`config.mk`:
```
export PLATFORM = sky130hd
export DESIGN_NAME = aurora_tx_arb
export DESIGN_NICKNAME = d
export VERILOG_FILES = /design/src/rtl/aurora_tx_arb.sv
export SDC_FILE = /design/constraint.sdc
export NUM_CORES = 1
export LEC_CHECK = 0
export ABC_AREA = 1
export CORE_UTILIZATION = 49
export CTS_CLUSTER_DIAMETER = 80
export DETAILED_ROUTE_END_ITERATION = 16
export DONT_BUFFER_PORTS = 1
export GPL_TIMING_DRIVEN = 0
export SYNTH_ARGS = -nofsm -noshare
export SYNTH_HDL_FRONTEND = slang
export SYNTH_SLANG_ARGS = --single-unit
export TNS_END_PERCENT = 20
```
`constraint.sdc`:
```
create_clock -name m_axis_aclk -period 3.5 [get_ports m_axis_aclk]
set_input_delay 0.7 -clock m_axis_aclk [delete_from_list [all_inputs] [get_ports m_axis_aclk]]
set_output_delay 0.7 -clock m_axis_aclk [all_outputs]
set_load 0.01 [all_outputs]
```
`src/rtl/aurora_tx_arb.sv`:
```
// Packet-level arbiter that shares the single Aurora TX AXI-Stream port between the
// sequence-numbering stage (src0) and the loopback FIFO (src1), switching only on packet boundaries.
module aurora_tx_arb #(
    parameter int DATA_WIDTH = 32,
    parameter int GAP_WIDTH  = 16,
    parameter int CNT_WIDTH  = 16
) (
    input  logic                  m_axis_aclk,
    input  logic                  m_axis_aresetn,
    input  logic                  link_up,
    input  logic [1:0]            ctrl_mode,
    input  logic [GAP_WIDTH-1:0]  ctrl_gap,
    input  logic                  s0_axis_tvalid,
    input  logic [DATA_WIDTH-1:0] s0_axis_tdata,
    input  logic                  s0_axis_tlast,
    output logic                  s0_axis_tready,
    input  logic                  s1_axis_tvalid,
    input  logic [DATA_WIDTH-1:0] s1_axis_tdata,
    input  logic                  s1_axis_tlast,
    output logic                  s1_axis_tready,
    output logic                  m_axis_tvalid,
    output logic [DATA_WIDTH-1:0] m_axis_tdata,
    output logic                  m_axis_tlast,
    input  logic                  m_axis_tready,
    output logic                  active_src,
    output logic                  busy,
    output logic [CNT_WIDTH-1:0]  stat_pkt_cnt0,
    output logic [CNT_WIDTH-1:0]  stat_pkt_cnt1,
    output logic [1:0]            fsm_state
);

    typedef enum logic [1:0] {
        IDLE = 2'd0,
        PASS = 2'd1,
        GAP  = 2'd2
    } state_t;

    state_t               state_q, state_d;
    logic [GAP_WIDTH-1:0] gap_cnt_q, gap_cnt_d;
    logic                 active_q, active_d;
    logic                 last_src_q, last_src_d;
    logic [CNT_WIDTH-1:0] cnt0_q, cnt1_q;
    logic                 inc0, inc1;
    logic                 pick_valid, pick;

    // Source selection, only consumed while IDLE; link_up gates new grants only.
    always_comb begin
        pick_valid = 1'b0;
        pick       = 1'b0;
        if (link_up) begin
            case (ctrl_mode)
                2'b00: begin
                    pick_valid = s0_axis_tvalid;
                    pick       = 1'b0;
                end
                2'b01: begin
                    pick_valid = s1_axis_tvalid;
                    pick       = 1'b1;
                end
                2'b10: begin
                    pick_valid = s0_axis_tvalid | s1_axis_tvalid;
                    if (s0_axis_tvalid && s1_axis_tvalid) pick = ~last_src_q;
                    else                                  pick = s1_axis_tvalid;
                end
                default: begin
                    pick_valid = s0_axis_tvalid | s1_axis_tvalid;
                    pick       = ~s0_axis_tvalid;
                end
            endcase
        end
    end

    // AXI-Stream: a beat transfers on a cycle where tvalid and tready are both high; the
    // granted source sees m_axis_tready directly, so data, valid and ready pass with no latency.
    always_comb begin
        state_d        = state_q;
        gap_cnt_d      = gap_cnt_q;
        active_d       = active_q;
        last_src_d     = last_src_q;
        inc0           = 1'b0;
        inc1           = 1'b0;
        m_axis_tvalid  = 1'b0;
        m_axis_tdata   = '0;
        m_axis_tlast   = 1'b0;
        s0_axis_tready = 1'b0;
        s1_axis_tready = 1'b0;
        busy           = (state_q != IDLE);
        case (state_q)
            IDLE: begin
                if (pick_valid) begin
                    active_d = pick;
                    state_d  = PASS;
                end
            end
            PASS: begin
                if (active_q) begin
                    m_axis_tvalid  = s1_axis_tvalid;
                    m_axis_tdata   = s1_axis_tdata;
                    m_axis_tlast   = s1_axis_tlast;
                    s1_axis_tready = m_axis_tready;
                end else begin
                    m_axis_tvalid  = s0_axis_tvalid;
                    m_axis_tdata   = s0_axis_tdata;
                    m_axis_tlast   = s0_axis_tlast;
                    s0_axis_tready = m_axis_tready;
                end
                if (m_axis_tvalid && m_axis_tready && m_axis_tlast) begin
                    last_src_d = active_q;
                    inc0       = ~active_q;
                    inc1       = active_q;
                    if (ctrl_gap == '0) begin
                        state_d = IDLE;
                    end else begin
                        gap_cnt_d = ctrl_gap;
                        state_d   = GAP;
                    end
                end
            end
            GAP: begin
                gap_cnt_d = gap_cnt_q - 1'b1;
                if (gap_cnt_q <= GAP_WIDTH'(1)) state_d = IDLE;
            end
            default: state_d = IDLE;
        endcase
    end

    always_ff @(posedge m_axis_aclk or negedge m_axis_aresetn) begin
        if (!m_axis_aresetn) begin
            state_q    <= IDLE;
            gap_cnt_q  <= '0;
            active_q   <= 1'b0;
            last_src_q <= 1'b1;
            cnt0_q     <= '0;
            cnt1_q     <= '0;
        end else begin
            state_q    <= state_d;
            gap_cnt_q  <= gap_cnt_d;
            active_q   <= active_d;
            last_src_q <= last_src_d;
            if (inc0) cnt0_q <= cnt0_q + 1'b1;
            if (inc1) cnt1_q <= cnt1_q + 1'b1;
        end
    end

    assign active_src    = active_q;
    assign stat_pkt_cnt0 = cnt0_q;
    assign stat_pkt_cnt1 = cnt1_q;
    assign fsm_state     = state_q;

endmodule

```
== Word level (Yosys, flattened, before mapping) ==
Index checks and enable logic that the tools add are counted.

* Bits in registers: 52
* Input bits: 90
* Word-level logic and storage cells: 63
* Output and inout bits: 72

* $add $sub $neg: 3
* $lt $le $gt $ge: 1
* Reductions and logical operators: 12
* Bitwise gates (word level): 4
* Equality and inequality tests: 8
* Mux-type cells: 29

{| class="wikitable"
|+ Operators by type and width
! kind !! number
|-
| $mux 32 || 2
|-
| $add 16x1->16 const B || 2
|-
| $mux 16 || 2
|-
| $pmux 16 s2 || 1
|-
| $mux 1 || 17
|-
| $le 16x1->1 const B || 1
|-
| $logic_not 16->1 || 1
|-
| $sub 16x1->16 const B || 1
|-
| $mux 2 || 4
|-
| $ne 2x2->1 const B || 4
|-
| $pmux 2 s3 || 1
|-
| $reduce_and 3->1 || 2
|-
| $eq 2x1->1 const B || 2
|-
| $eq 2x2->1 const B || 2
|-
| $logic_not 2->1 || 2
|-
| $reduce_and 2->1 || 2
|-
| $reduce_bool 2->1 || 2
|-
| $logic_and 1x1->1 || 3
|-
| $not 1->1 || 3
|-
| $pmux 1 s3 || 1
|-
| $pmux 1 s2 || 1
|-
| $or 1x1->1 || 1
|}

== Logic depth before layout (Yosys ltp) ==
Gate-level depths: netlist of the first run.

* Depth after elaboration: 6
* Gate-level depth with buffers: 10
* Depth with buffers taken out: 10

== Worst setup path before layout of the first run ==
OpenSTA, ideal clock, no wires.

* Kind: reg-to-output
* Start point: register state_q[0] (netlist: fsm_state[0])
* End point: output m_axis_tdata[10]
* Buffers on the path: 2
* Stages on the path, launching flop included: 7
* Arrival time: 1.395 ns
* Data required time: 2.800 ns
* Slack: 1.405 ns
* Cell sequence: dfrtp_1 inv_1 nor2_2 inv_1 clkbuf_1 buf_1 a21oi_1

* Cells in the longest elaborated chain, start to end: 2

{| class="wikitable"
|+ RTL lines
! what !! RTL line !! RTL
|-
| start: declaration || 38 || <nowiki>state_t state_q, state_d;</nowiki>
|-
| start signal: assignment || 136 || <nowiki>state_q <= state_d;</nowiki>
|-
| $eq 2x1->1 || 88 || <nowiki>case (state_q)</nowiki>
|-
| $mux 32 || 88 ||
|-
| end: declaration || 22 || <nowiki>output logic [DATA_WIDTH-1:0] m_axis_tdata,</nowiki>
|}

No other way between the ends.

== Worst setup path after layout of the first run ==
* Start point: register state_q[0] (netlist: fsm_state[0])
* End point: output m_axis_tdata[6]

Same word-level chain as after synthesis.

==> results.toml, run 1 <==
[timing]
relSlewSlack = 0.645
tns_ns = 0
post-route-period-util = 0.796
period_minus_slack_ns = 2.79
skew_ns = 0.0150
rsz0062_at_grt = "false"
tightest_slew_ns = 0.532
max_freq_mhz = 359
drv_slew = 0
setup_viol = 0
hold_viol_final = 0

[power_and_ir_drop]
irDropWorstVdd_v = 0.000380
p_leak_nw = 1.91
power_density_nw_per_um2 = 749

[clock_tree]
cts.root.buffer_cell = "clkbuf_8"
clkLatencyLatePin_ns = 0.32
clockBufferDepth = 2
cts_inserted_buffers = 5
cts_tree = "built"
cts_setup_buffers = 0
clock_sinks = 52
cts-resized-gates = 0
htreeDepth = 2
path_clk_slew_ns = 0.10
postCtsHoldBufs = 0

[die]
io_pins = 162
die_h_um = 90.5
die_area_um2 = 8180
die_w_um = 90.5
row_count = 31
start_util = 0.518
core_area_um2 = 7410

[final_layout]
nets = 716
area_delta_synth_final_pct = 5.74
drive_above_1_share = 0.0401
utilization = 0.547
layout_commonest_cell = "nand2_1"
final_cell_mix = "nand2_1 (231), nor2_1 (64), inv_1 (58)"
diodes = 0
ff_latch_area_um2 = 1300
fillCellCount = 760
multi_input_area_um2 = 2200

[routing]
drc_errors = 0
detail-route-antenna-nets = 0
drt_wl_total_mm = 10.9
dr.pass1.iters = 6
wl_per_cell_um = 15.1
vias = 3933
first_iter_violations = 204
vias_per_cell = 5.45

[outcome]
outcome = "completed"

[yosys]
async_flop_share = 1.00
netlist_instances = 615
ys_seq_area_frac = 0.340
synth.ff_latch_count = 52
synth_nets = 709
ys.flop_type = "dfrtp_1"
post_synth_num_cell_types = 29
synth_edf_count = 0
ys.warnings.count = 0
syn_area_um2 = 3830
syn_area_per_cell_um2 = 6.24

[placed_design]
post-dp-hpwl_mm = 8.43
routabilityCongestion = 0.903
portBuffers = 0

[worst_setup_path]
crit_chain = "inv_1 > nor2_2 > inv_1 > clkbuf_1 > buf_1 > a21oi_1"
crit_arrival_ns = 2.09
r2r_cells = 6
crit_family = "buffers and inverters"
crit_buf_inv = 4
slowest_stage = "dfrtp_1"
cp_common_cell = "inv_1"
start_kind = "flop"
worstPathMaxFanout = 10
path_class = "flop to output pin"
startpoint = "fsm_state[0]"
cp.required_ns = 2.80
crit_path_end_kind = "output pin"
rr_startpoint = "fsm_state[1]"
reg2reg_to = "gap_cnt_q[1]"
r2r_slack_ns = 1.62
slowest_delay_ns = 0.46

[grt]
first_global_vias = 3685
grt_pass1_wl_mm = 18.0
track_usage = 0.273
grt_overflow = 0
grt_max_degree = 53
antenna_found_initial = 0

[run]
maxCapViolations = 0

[hold_path]
hold_path_class = "primary input to asynchronous set/reset pin"
-- worst reg2reg max path: cells and delay by family (launching register included) --
| kind | cells | cell delay, ns |
|---|---|---|
| compound gates | 1 | 0.11 |
| buf+inv | 3 | 0.59 |
| flops | 1 | 0.46 |
| simple gates | 2 | 0.61 |
-- cell families after synthesis --
family,Yosys count,synth area share
and+or+nand+nor,382,0.415
buffers and inverters,83,0.0878
AOI/OAI and AO/OA,73,0.0969
DFF,52,0.340
xor gates and xnor gates,21,0.0480
adders and majority gates,4,0.0131
-- where the power goes --
group	switching, mW	internal [mW]	total, mW
sequential	0.354	0.835	1.19
combinational	1.04	0.429	1.47
clock	0.212	0.162	0.374
total	1.61	1.43	3.04
-- registers in the layout (all words and copies together), names as in the netlist --
signal and cells:
last_src_q 1, stat_pkt_cnt0 16, stat_pkt_cnt1 16, fsm_state 2
active_src 1, gap_cnt_q 16
-- how the worst max path moves through the flow --
| stage | to | slack [ns] | cells past startpoint |
|---|---|---|---|
| after floorplan | m_axis_tdata[10] | 1.40 | 6 |
| after global placement | m_axis_tdata[6] | 1.09 | 6 |
| after detailed placement | m_axis_tdata[2] | 1.07 | 4 |
| after CTS | m_axis_tdata[6] | 0.71 | 6 |
| after global routing | m_axis_tdata[6] | 0.57 | 6 |
| final | m_axis_tdata[6] | 0.71 | 6 |
-- stage by stage --
stage	worst slack, ns	total power, mW	instance area (µm²)	hold WS (ns)	cells
floorplan	1.40	2.29	3830	0.404	615
global placement	1.09	2.63	3960	0.405	714
detailed placement	1.07	2.66	3960	0.406	714
CTS	0.707	3.05	4060	0.0523	722
global route	0.573	3.33	4060	0.0447	722
finish	0.714	3.04	4060	0.0650	722
-- layer usage --
layer / vias to the layer above / track usage / wire length, µm
met5: - / 0 / 0
met4: 0 / 0.106 / 383
met3: 22 / 0.0530 / 690
met2: 150 / 0.456 / 5160
met1: 1801 / 0.348 / 4660
li1: 1960 / - / -
-- synthesized netlist by cell type (2+ instances only) --
| cell type | count | area share |
|---|---|---|
| nand2_1 | 231 | 0.23 |
| nor2_1 | 64 | 0.063 |
| inv_1 | 58 | 0.057 |
| nand3_1 | 57 | 0.074 |
| dfrtp_1 | 51 | 0.33 |
| a21oi_1 | 34 | 0.044 |
| o21ai_0 | 32 | 0.042 |
| xor2_1 | 14 | 0.032 |
| clkbuf_1 | 13 | 0.013 |
| nor3_1 | 11 | 0.014 |
| nand4_1 | 10 | 0.016 |
| xnor2_1 | 7 | 0.016 |
| o21ai_1 | 5 | 0.0065 |
| ha_1 | 4 | 0.013 |
| inv_2 | 4 | 0.0039 |
| nand3b_1 | 3 | 0.0059 |
| buf_2 | 2 | 0.0026 |
| buf_4 | 2 | 0.0039 |
| buf_6 | 2 | 0.0059 |
| nor2_2 | 2 | 0.0033 |
-- cell type report --
| cell class | instances | area share |
|---|---|---|
| Sequential cell | 52 | 0.321 |
| Clock inverter | 2 | 0.00339 |
| Buffer | 20 | 0.0247 |
| Multi-Input combinational cell | 480 | 0.542 |
| Inverter | 63 | 0.0583 |
| Clock buffer | 6 | 0.0204 |
| Tap cell | 99 | 0.0305 |
(Power assumes the default switching activity.)
==> run 2, diff against run 1 <==
--- a/config.mk
+++ b/config.mk
@@ -5,7 +5,7 @@
 export SDC_FILE = /design/constraint.sdc
 export NUM_CORES = 1
 export LEC_CHECK = 0
-export ABC_AREA = 1
+export ABC_AREA = 0
 export CORE_UTILIZATION = 49
 export CTS_CLUSTER_DIAMETER = 80
 export DETAILED_ROUTE_END_ITERATION = 16
==> constraint.sdc (replaced) <==
create_clock -name m_axis_aclk -period 2.6 [get_ports m_axis_aclk]
set_input_delay 0.52 -clock m_axis_aclk [delete_from_list [all_inputs] [get_ports m_axis_aclk]]
set_output_delay 0.52 -clock m_axis_aclk [all_outputs]
set_load 0.01 [all_outputs]
==> run 2 against run 1 <==
  * Via count fell by 38%
  * First-iteration DRC count fell by 51%
  * Utilization rose by 0.96 points
  * Design area fell by 18%
  * Highest routed layer unchanged
  * Critical path type unchanged
  * Sequential share of layout area rose by 6.9 points
  * Routed wire length fell by 35%
  * Critical endpoint is now m_axis_tdata[29]
  * Largest cell class unchanged
  * Clock power rose by 71%
  * Total power rose by 1.2%
  * Sequential power rose by 5%
==> results.toml, run 2 <==
[worst_setup_path]
crit_arrival_ns = 1.84
crit_path_end_kind = "output pin"
path_class = "flop to output pin"
slowest_delay_ns = 0.57
worstPathMaxFanout = 10
crit_chain = "inv_1 > nand2_1 > clkbuf_1 > nor2_1"
slowest_stage = "dfrtp_1"
cp.required_ns = 2.08
start_kind = "flop"

[yosys]
synth_nets = 426
yosys.area.top_type = "dfrtp_1"
ys.warnings.count = 0
netlist_instances = 332
post_synth_num_cell_types = 44
synth_area_leaders = "dfrtp_1 (41%), mux2i_1 (11%), nor2_1 (7.4%), xnor2_1 (6.0%), nand2_1 (3.8%)"
ys.flop_type = "dfrtp_1"
syn_area_per_cell_um2 = 9.28
async_flop_share = 1.00
synth_top_area_share = 0.414
ys_seq_area_frac = 0.423
yosysMostFrequentCell = "nor2_1"
synth.ff_latch_count = 52
synth_edf_count = 0
synthTopCellsByCount = "nor2_1 (61), dfrtp_1 (51), mux2i_1 (34)"
syn_area_um2 = 3080

[final_layout]
multi_input_area_um2 = 1710
area_delta_synth_final_pct = 8.28
layout_commonest_cell = "nor2_1"
final_cell_mix = "nor2_1 (61), dfrtp_1 (51), mux2i_1 (34)"
nets = 434
ff_latch_area_um2 = 1300
fillCellCount = 530
diodes = 0
drive_above_1_share = 0.0676

[timing]
post-route-period-util = 0.908
skew_ns = 0.00947
rsz0062_at_grt = "false"
max_freq_mhz = 424
tightest_slew_ns = 0.490
period_minus_slack_ns = 2.36
hold_viol_final = 0
tns_ns = 0
drv_slew = 0
setup_viol = 0
relSlewSlack = 0.670
fin_hold_ws_ns = 0.0608

[clock_tree]
clockBufferDepth = 2
cts_tree = "built"
path_clk_slew_ns = 0.09
clock_sinks = 52
cts.root.buffer_cell = "clkbuf_8"
cts_setup_buffers = 0
clkLatencyLatePin_ns = 0.30
htreeDepth = 2
cts_inserted_buffers = 5

[hold_path]
hold_path_class = "primary input to asynchronous set/reset pin"

[routing]
first_iter_violations = 99
dr.pass1.iters = 4
drc_errors = 0
drt_wl_total_mm = 7.11
detail-route-antenna-nets = 0
vias_per_cell = 5.90
vias = 2450
wl_per_cell_um = 17.1

[grt]
grt_overflow = 0
track_usage = 0.206
antenna_found_initial = 0
grt_max_degree = 52
first_global_vias = 2178
grt_pass1_wl_mm = 10.3

[die]
row_count = 28
io_pins = 162
start_util = 0.514
die_h_um = 81.3
core_area_um2 = 5990
die_w_um = 81.3
die_area_um2 = 6610

[placed_design]
portBuffers = 0
post-dp-hpwl_mm = 5.53
routabilityCongestion = 0.848

[power_and_ir_drop]
p_leak_nw = 1.48
irDropWorstVdd_v = 0.000427
p_comb_frac = 0.386
p_switching_mw = 1.23
power_density_nw_per_um2 = 921
pwr-share-seq = 0.406
p_clk_frac = 0.209
internal_power_mw = 1.84
sw_frac_of_total = 0.400

[outcome]
outcome = "completed"

[run]
maxCapViolations = 0
run 2: layout make-up:
class | count | area share
multi-input combinational | 262 | 0.512
sequential | 52 | 0.390
tap | 75 | 0.0281
clock buffer | 5 | 0.0206
clock inverter | 2 | 0.0180
buffer | 12 | 0.0161
timing repair buffer | 1 | 0.00825
inverter | 6 | 0.00675
run 2: repair_timing:
action | in CTS | in global routing
cloned | 0 | 0
hold buffers | 1 | 0
hold endpoints to repair | 51 | 0
resized for setup | 3 | 1
endpoints found under the setup margin | 28 | 3
run 2: path summary, 6_finish.rpt:
check                               start                to  slack [ns]  depth (start not counted)
setup / recovery             fsm_state[1]  m_axis_tdata[29]        0.24                          4
max in group asynchronous  m_axis_aresetn      gap_cnt_q[1]        2.32                          1
setup reg to reg             fsm_state[0]     gap_cnt_q[12]        0.25                          6
min in group m_axis_aclk      ctrl_gap[4]      gap_cnt_q[4]        0.36                          2
hold / removal             m_axis_aresetn        last_src_q        0.06                          0
hold reg to reg                last_src_q        last_src_q        0.49                          2
run 2: metrics by stage:
step | std cells | instance area [µm²] | utilization | total power, mW | setup slack [ns]
after CTS | 415 | 3340 | 0.557 | 3.09 | 0.126
after detailed placement | 407 | 3180 | 0.530 | 2.43 | 0.104
after global placement | 407 | 3180 | 0.530 | 2.40 | 0.159
final | 415 | 3340 | 0.557 | 3.07 | 0.239
after global routing | 415 | 3340 | 0.557 | 3.29 | 0.0329
after floorplan | 332 | 3080 | - | 2.18 | 0.454
run 2: power by group through the flow:
stage | logic, mW | clock network, mW | registers, mW
floorplan | 0.994 | 0 | 1.19
global placement | 1.15 | 0 | 1.25
detailed placement | 1.17 | 0 | 1.25
CTS | 1.20 | 0.653 | 1.24
global route | 1.32 | 0.690 | 1.28
finish | 1.19 | 0.641 | 1.25
run 2: cell families after synthesis:
logic type | Yosys count | share of synthesized area
compound gates | 36 | 0.0910
xor+xnor | 31 | 0.0881
buf+inv | 18 | 0.0231
mux | 35 | 0.114
fa+ha+maj | 4 | 0.0162
simple gates | 156 | 0.245
flops | 52 | 0.423
run 2: critical path: cells and delay by family (launching register included):
family	cells	cell delay [ns]
flip-flops	1	0.57
AND/OR/NAND/NOR	2	0.48
buffers and inverters	2	0.48
run 2: layer usage:
layer  vias up  part of all wire  wire [µm]  global-route usage
met3         6             0.061        432              0.0528
met1      1158              0.44       3140               0.270
met2       100              0.49       3500               0.344
met4         0            0.0067         48              0.0375
li1       1186                 -          -                   -
met5         -                 0          0                   0
